### config.mk
export PLATFORM = sky130hd
export DESIGN_NAME = spi_display_receiver
export DESIGN_NICKNAME = d
export VERILOG_FILES = /design/src/rtl/spi_display_receiver.sv
export SDC_FILE = /design/constraint.sdc
export NUM_CORES = 1
export LEC_CHECK = 0
export CORE_ASPECT_RATIO = 2
export CORE_MARGIN = 2
export CORE_UTILIZATION = 60
export DETAILED_ROUTE_END_ITERATION = 8
export DONT_BUFFER_PORTS = 1
export GPL_ROUTABILITY_DRIVEN = 0
export HOLD_SLACK_MARGIN = 0.08
export PLACE_DENSITY_LB_ADDON = 0.05
export RECOVER_POWER = 25
export SYNTH_ARGS = -nofsm -noshare
export SYNTH_HDL_FRONTEND = slang
export SYNTH_SLANG_ARGS = --single-unit
### constraint.sdc
create_clock -name clk -period 4.6 [get_ports clk]
set_input_delay 0.46 -clock clk [delete_from_list [all_inputs] [get_ports clk]]
set_output_delay 0.46 -clock clk [all_outputs]
set_load 0.01 [all_outputs]
### src/rtl/spi_display_receiver.sv
`timescale 1ns/1ps
// SPI slave receiver for a display link: synchronizes the SPI pins into the clk
// domain, assembles MSB-first words tagged with dc, and queues them in a FIFO.
module spi_display_receiver #(
  parameter int dataBits  = 8,
  parameter int fifoDepth = 4
) (
  input  logic                clk,
  input  logic                reset,
  input  logic                sclk,
  input  logic                mosi,
  input  logic                cs,
  input  logic                dc,
  output logic [dataBits-1:0] rxData,
  output logic                rxDc,
  output logic                rxValid,
  input  logic                rxReady,
  output logic                overflow,
  output logic                frameError,
  output logic                busy
);

  localparam int BW = (dataBits > 1) ? $clog2(dataBits) : 1;
  localparam int PW = (fifoDepth > 1) ? $clog2(fifoDepth) : 1;
  localparam int CW = $clog2(fifoDepth + 1);
  localparam logic [BW-1:0] LAST_BIT = BW'(dataBits - 1);
  localparam logic [CW-1:0] FULL_COUNT = CW'(fifoDepth);

  typedef enum logic {IDLE, SHIFT} state_t;

  // Pin synchronizers; cs resets high so the link looks deselected.
  logic [1:0] sclk_sync;
  logic [1:0] mosi_sync;
  logic [1:0] cs_sync;
  logic [1:0] dc_sync;
  logic       sclk_prev;

  always_ff @(posedge clk or posedge reset) begin
    if (reset) begin
      sclk_sync <= 2'b00;
      mosi_sync <= 2'b00;
      cs_sync   <= 2'b11;
      dc_sync   <= 2'b00;
      sclk_prev <= 1'b0;
    end else begin
      sclk_sync <= {sclk_sync[0], sclk};
      mosi_sync <= {mosi_sync[0], mosi};
      cs_sync   <= {cs_sync[0], cs};
      dc_sync   <= {dc_sync[0], dc};
      sclk_prev <= sclk_sync[1];
    end
  end

  logic sclk_s;
  logic mosi_s;
  logic cs_s;
  logic dc_s;
  logic sclk_rise;

  assign sclk_s    = sclk_sync[1];
  assign mosi_s    = mosi_sync[1];
  assign cs_s      = cs_sync[1];
  assign dc_s      = dc_sync[1];
  assign sclk_rise = sclk_s & ~sclk_prev;

  state_t             state;
  state_t             state_next;
  logic [BW-1:0]      bit_count;
  logic [dataBits-2:0] shift_reg;
  logic [dataBits-1:0] shift_next;
  logic               shift_en;
  logic               push;
  logic               frame_abort;
  logic               clear_count;

  assign shift_next = {shift_reg, mosi_s};

  always_ff @(posedge clk or posedge reset) begin
    if (reset) state <= IDLE;
    else       state <= state_next;
  end

  always_comb begin
    state_next  = state;
    shift_en    = 1'b0;
    push        = 1'b0;
    frame_abort = 1'b0;
    clear_count = 1'b0;
    case (state)
      IDLE: begin
        if (!cs_s) begin
          state_next  = SHIFT;
          clear_count = 1'b1;
        end
      end
      SHIFT: begin
        // Deselect wins over a coincident sclk edge.
        if (cs_s) begin
          state_next  = IDLE;
          clear_count = 1'b1;
          frame_abort = (bit_count != '0);
        end else if (sclk_rise) begin
          shift_en = 1'b1;
          push     = (bit_count == LAST_BIT);
        end
      end
      default: state_next = IDLE;
    endcase
  end

  always_ff @(posedge clk or posedge reset) begin
    if (reset) begin
      bit_count  <= '0;
      shift_reg  <= '0;
      frameError <= 1'b0;
    end else begin
      frameError <= frame_abort;
      if (clear_count) begin
        bit_count <= '0;
        shift_reg <= '0;
      end else if (shift_en) begin
        shift_reg <= shift_next[dataBits-2:0];
        bit_count <= push ? '0 : bit_count + BW'(1);
      end
    end
  end

  assign busy = (state == SHIFT);

  // Receive FIFO: entry = {dc, word}; occupancy count separates full from empty.
  logic [dataBits:0] mem [fifoDepth];
  logic [PW-1:0]     wr_ptr;
  logic [PW-1:0]     rd_ptr;
  logic [CW-1:0]     count;
  logic              full;
  logic              pop;
  logic              wr_en;
  logic [dataBits:0] head;

  assign full  = (count == FULL_COUNT);
  assign pop   = rxValid & rxReady;
  assign wr_en = push & (~full | pop);

  always_ff @(posedge clk) begin
    if (wr_en) mem[wr_ptr] <= {dc_s, shift_next};
  end

  always_ff @(posedge clk or posedge reset) begin
    if (reset) begin
      wr_ptr   <= '0;
      rd_ptr   <= '0;
      count    <= '0;
      overflow <= 1'b0;
    end else begin
      if (wr_en) wr_ptr <= wr_ptr + PW'(1);
      if (pop)   rd_ptr <= rd_ptr + PW'(1);
      case ({wr_en, pop})
        2'b10:   count <= count + CW'(1);
        2'b01:   count <= count - CW'(1);
        default: count <= count;
      endcase
      if (push && full && !pop) overflow <= 1'b1;
    end
  end

  assign head    = mem[rd_ptr];
  assign rxValid = (count != '0);
  assign rxData  = rxValid ? head[dataBits-1:0] : '0;
  assign rxDc    = rxValid & head[dataBits];

endmodule

Word-level counts from Yosys, hierarchy flattened
Memories as Yosys holds them, arrays and structs flattened. Index checks and enable logic that the tools add are counted.

Logic and storage cells: 58. Memories: 1. Register bits: 29. Bits in writable memories: 36.

Mux-type cells: 20. Add/subtract/negate cells: 5. Reductions and logical operators: 7. Bitwise operators: 8. Equal/unequal tests: 4.

Memory list: mem (words 4, width 9, rd ports 1, clocked after Yosys merged registers in 0, wr ports 1, RTL line 131) `logic [dataBits:0] mem [fifoDepth];`.

Operators with widths (count): two-way mux 7 bit (2); two-way mux 1 bit (12); two-way mux 3 bit (3); two-way mux 8 bit (1); adder 3 x 1 -> 3 bit, second input constant (2); == test 3 bit, second input constant (2); case mux 3 bit (2 select lines) (1); nonzero test 3 bit (2); adder 2 x 1 -> 2 bit, second input constant (2); bitwise AND 1 bit (4); nonzero test 2 bit (2); NOT 1 bit (3); subtractor 3 x 1 -> 3 bit, second input constant (1); == test 2 x 1 -> 1 bit, second input constant (1); == test 2 bit, second input constant (1); logical AND 1 bit (2); case mux 1 bit (2 select lines) (1); logical NOT 1 bit (1); bitwise OR 1 bit (1).

Depth between registers and ports, before layout
Depth in word-level cells: 8. Depth in mapped cells: 9. Mapped depth without buffers: 9.

Worst setup path after synthesis
OpenSTA, ideal clock, no wires.

Path type: reg2reg. Start point: register cs_sync[1]. End point: register count[2]. Data required time: 4.521 ns. Library setup time: 0.079 ns. Arrival time: 1.920 ns. Period minus slack after synthesis: 2.000 ns. Stages on the path, launching flop included: 10. Slack: 2.600 ns. Cell sequence: dfstp_2 and4bb_1 buf_6 nand3b_4 ha_1 inv_1 fa_1 xor2_1 nor2_1 xor2_1.

Longest elaborated chain between the ends: 5.

Ends and longest elaborated chain: from (decl) (RTL line 34) `logic [1:0] cs_sync;`; from (signal assigned) (RTL line 48) `cs_sync <= {cs_sync[0], cs};`; two-way mux 1 bit (*) (RTL line 98) `if (cs_s) begin`; two-way mux 1 bit (*) (RTL line 89) `case (state)`; bitwise AND 1 bit (*) (RTL line 142) `assign wr_en = push & (~full | pop);`; == test 2 x 1 -> 1 bit or == test 2 bit (tied branches) (RTL line 157) `case ({wr_en, pop})`; case mux 3 bit (2 select lines) or nonzero test 2 bit (tied branches); to (signal assigned) (RTL line 158) `2'b10: count <= count + CW'(1);`; to (signal assigned) (RTL line 159) `2'b01: count <= count - CW'(1);`; to (signal assigned) (RTL line 160) `default: count <= count;`; to (decl) (RTL line 134) `logic [CW-1:0] count;`.

Mark *: on every way between the ends. The rest lies on a longest branch, timed or not. A chain may end at the register's enable or synchronous reset.

Final worst setup path
Start point: register rd_ptr[0]. End point: output port rxData[3].

Longest elaborated chain between the ends: 2.

Ends and longest elaborated chain: from (decl) (RTL line 133) `logic [PW-1:0] rd_ptr;`; from (signal assigned) (RTL line 156) `if (pop) rd_ptr <= rd_ptr + PW'(1);`; memory read (4 x 9 bit); two-way mux 8 bit (RTL line 168) `assign rxData = rxValid ? head[dataBits-1:0] : '0;`; to (decl) (RTL line 14) `output logic [dataBits-1:0] rxData,`.

No other way between the ends.

==> run_results.csv <==
group,metric,value,unit
status,status,"completed",
final_layout,multi_input_area,684,um2
timing,final.setup.tns,0,ps
synth,synth_top_area_cell,"edfxtp_1",
pwr,power_per_cell_area,493,mW/mm2
clock_network,holdBufCountCts,0,
clock_network,clk_path_buf_depth,2,
timing,rsz0062_at_grt,"false",
clock_network,cts_tree,"built",
pwr,p_total,1.38,mW
worst_setup_path,cp.required,4140,ps
timing,skew,4.98,ps
final_layout,nFillCells,286,
synth,syn_area,0.00258,mm2
clock_network,clock_latency,330,ps
route,first_pass_iters,4,
route,wire_per_inst,19.6,um
final_layout,largest_register_ffs,36,
final_layout,area_growth,8.88,%
floorplanning,rows,33,
final_layout,drive_gt1_share,18.9,%
route,dr.first_iter.drc_count,25,
final_layout,insertedDiodeCount,0,
final_layout,final_cell_mix,"edfxtp_1, dfrtp_1, inv_1",
timing,post-route-min-period,2330,ps
placed_design,postPlaceCellArea,0.00261,mm2
placed_design,place_inst,195,
final_layout,design_area,0.00281,mm2
route,num_vias,1219,
timing,hold_viol_final,0,
clock_network,post_cts_buffers,0,
clock_network,cts_resized,0,
timing,worst_pin_slew,1050,ps
clock_network,cts_made_buffers,9,
synth,ys_seq_area_share,70.2,%
floorplanning,io_pins,20,
timing,finalCritPeriodShare,50.7,%
route,drc_errors,0,
global_route,grt_overflow,0,
synth,ys_ff_latch,65,
global_route,grt_use_total,20.5,%
floorplanning,coreArea,0.00413,mm2
route,routed_wl,4150,um
final_layout,layout_commonest_cell,"edfxtp_1",
route,ant_nets,0,
timing,slew_viol_final,0,
route,via_per_inst,5.78,
synth,synthDominantCellAreaShare,41.9,%
synth,ys_types,31,
floorplanning,initial_core_util,62.4,%
final_layout,area.sequential,0.00181,mm2
clock_network,htreeDepth,3,
worst_setup_path,critPathMaxFanout,11,
floorplanning,fp.dieH,96.7,um
synth,synth.avg_cell_area,17.5,um2
final_layout,final_cell_count_no_fill,211,
clock_network,clock-sinks,65,
floorplanning,die_area,0.00487,mm2
synth,netlist_instances,147,
placed_design,hpwl,2870,um
timing,fin_ws,2270,ps
global_route,grt_pass1_vias,1343,
synth,syn-num-nets,163,
placed_design,io_buffer_count,0,
timing,setup_viol,0,
run,maxCapViolCount,0,
global_route,grt_max_degree,30,
synth,synthTopCellsByArea,"edfxtp_1, dfrtp_1, mux4_2",
timing,maxSlewHeadroom,29.6,%
pwr,vdd_ir_drop_max,330,uV
timing,timing.fmax,429,MHz
worst_setup_path,critPathKind,"flop to output pin",
clock_network,clkSlewWorstSetupHoldPaths,60,ps
worst_setup_path,arrival,1870,ps
global_route,antenna_found_initial,0,
worst_setup_path,cp-end-kind,"output pin",
clock_network,ctsRootBufferMaster,"clkbuf_8",
placed_design,pre_cts_ws,2330,ps
worst_setup_path,start_kind,"flop",
pwr,leakage,1.11,nW
final_layout,fin_nets,170,
global_route,grt_pass1_wl,6870,um
floorplanning,die_w,50.3,um
synth,synth_warnings,0,
worst_hold_path,min_path_type,"input pin to flop",
==> power by group <==
group	switching [mW]	internal [mW]	total (mW)
Sequential	0.0635	0.642	0.705
Clock	0.205	0.260	0.465
Combinational	0.0957	0.117	0.212
==> kinds of logic (layout without fill, tap and decap cells) <==
family / Yosys count / in the layout / synth area share (%)
AO/OA/AOI/OAI: 12 / 12 / 3.93
XOR/XNOR: 6 / 6 / 2.04
adder cells (fa/ha/maj): 9 / 9 / 4.66
buffers and inverters: 18 / 30 / 3.25
flip-flops: 65 / 65 / 70.2
multiplexers: 12 / 12 / 9.27
AND/OR/NAND/NOR: 25 / 25 / 6.65
==> path summary, 6_finish.rpt <==
path,cells past startpoint,slack [ps],startpoint,to
hold / removal,0,120,cs,cs_sync[0]$_DFF_PP1_
max in group asynchronous,1,3690,reset,dc_sync[1]$_DFF_PP0_
hold reg to reg,0,350,mosi_sync[0]$_DFF_PP0_,mosi_sync[1]$_DFF_PP0_
min in group asynchronous,1,280,reset,bit_count[0]$_DFFE_PP0P_
setup / recovery,2,2270,rd_ptr[0]$_DFFE_PP0P_,rxData[3]
setup reg to reg,6,2360,count[0]$_DFFE_PP0P_,count[1]$_DFFE_PP0P_
==> layer usage <==
layer | share of wire [%] | GRT usage (%) | vias to the layer above | wire, um
met5 | 0 | 0 | - | 0
met4 | 3.2 | 12.5 | 0 | 132
met3 | 2.5 | 5.86 | 11 | 104
met2 | 59 | 33.5 | 27 | 2430
met1 | 36 | 22.9 | 637 | 1480
li1 | - | - | 544 | -
==> metrics by stage <==
stage | utilization [%] | hold WS, ps
final | 68.0 | 122
after global routing | 68.0 | 95.6
after CTS | 68.0 | 103
after detailed placement | 63.2 | 337
after global placement | 63.2 | 336
after floorplan | - | 331
==> synthesized netlist by cell type <==
master and instances:
nor2_1 5, mux4_2 9, or2b_1 1, fa_1 1, o21ai_2 1, a22o_1 9, xnor2_1 3, mux2i_1 1
a21oi_1 1, buf_6 2, and4bb_1 1, nand3_1 1, clkbuf_1 1, nand2_1 1, nor2b_1 1, nor4b_2 1
or3_1 1, inv_1 14, and2_1 10, nand2b_1 1, dfrtp_1 27, and2b_1 1, mux2_4 1, ha_1 8
nand3b_4 1, xor2_1 3, a31o_2 1, edfxtp_1 36, mux2_2 1, dfstp_2 2, buf_2 1
==> critical path, stage by stage, from the launching register on <==
cell and delay [ps]:
dfrtp_1 750, mux4_2 580, and2_1 210
==> layout make-up <==
type	instances	share of cell area, %
clock buffer	10	4.90
tap	52	2.32
inverter	14	1.87
multi-input combinational	64	24.4
clock inverter	6	2.05
sequential	65	64.5
Note: power is estimated with default switching activity, not from simulation.
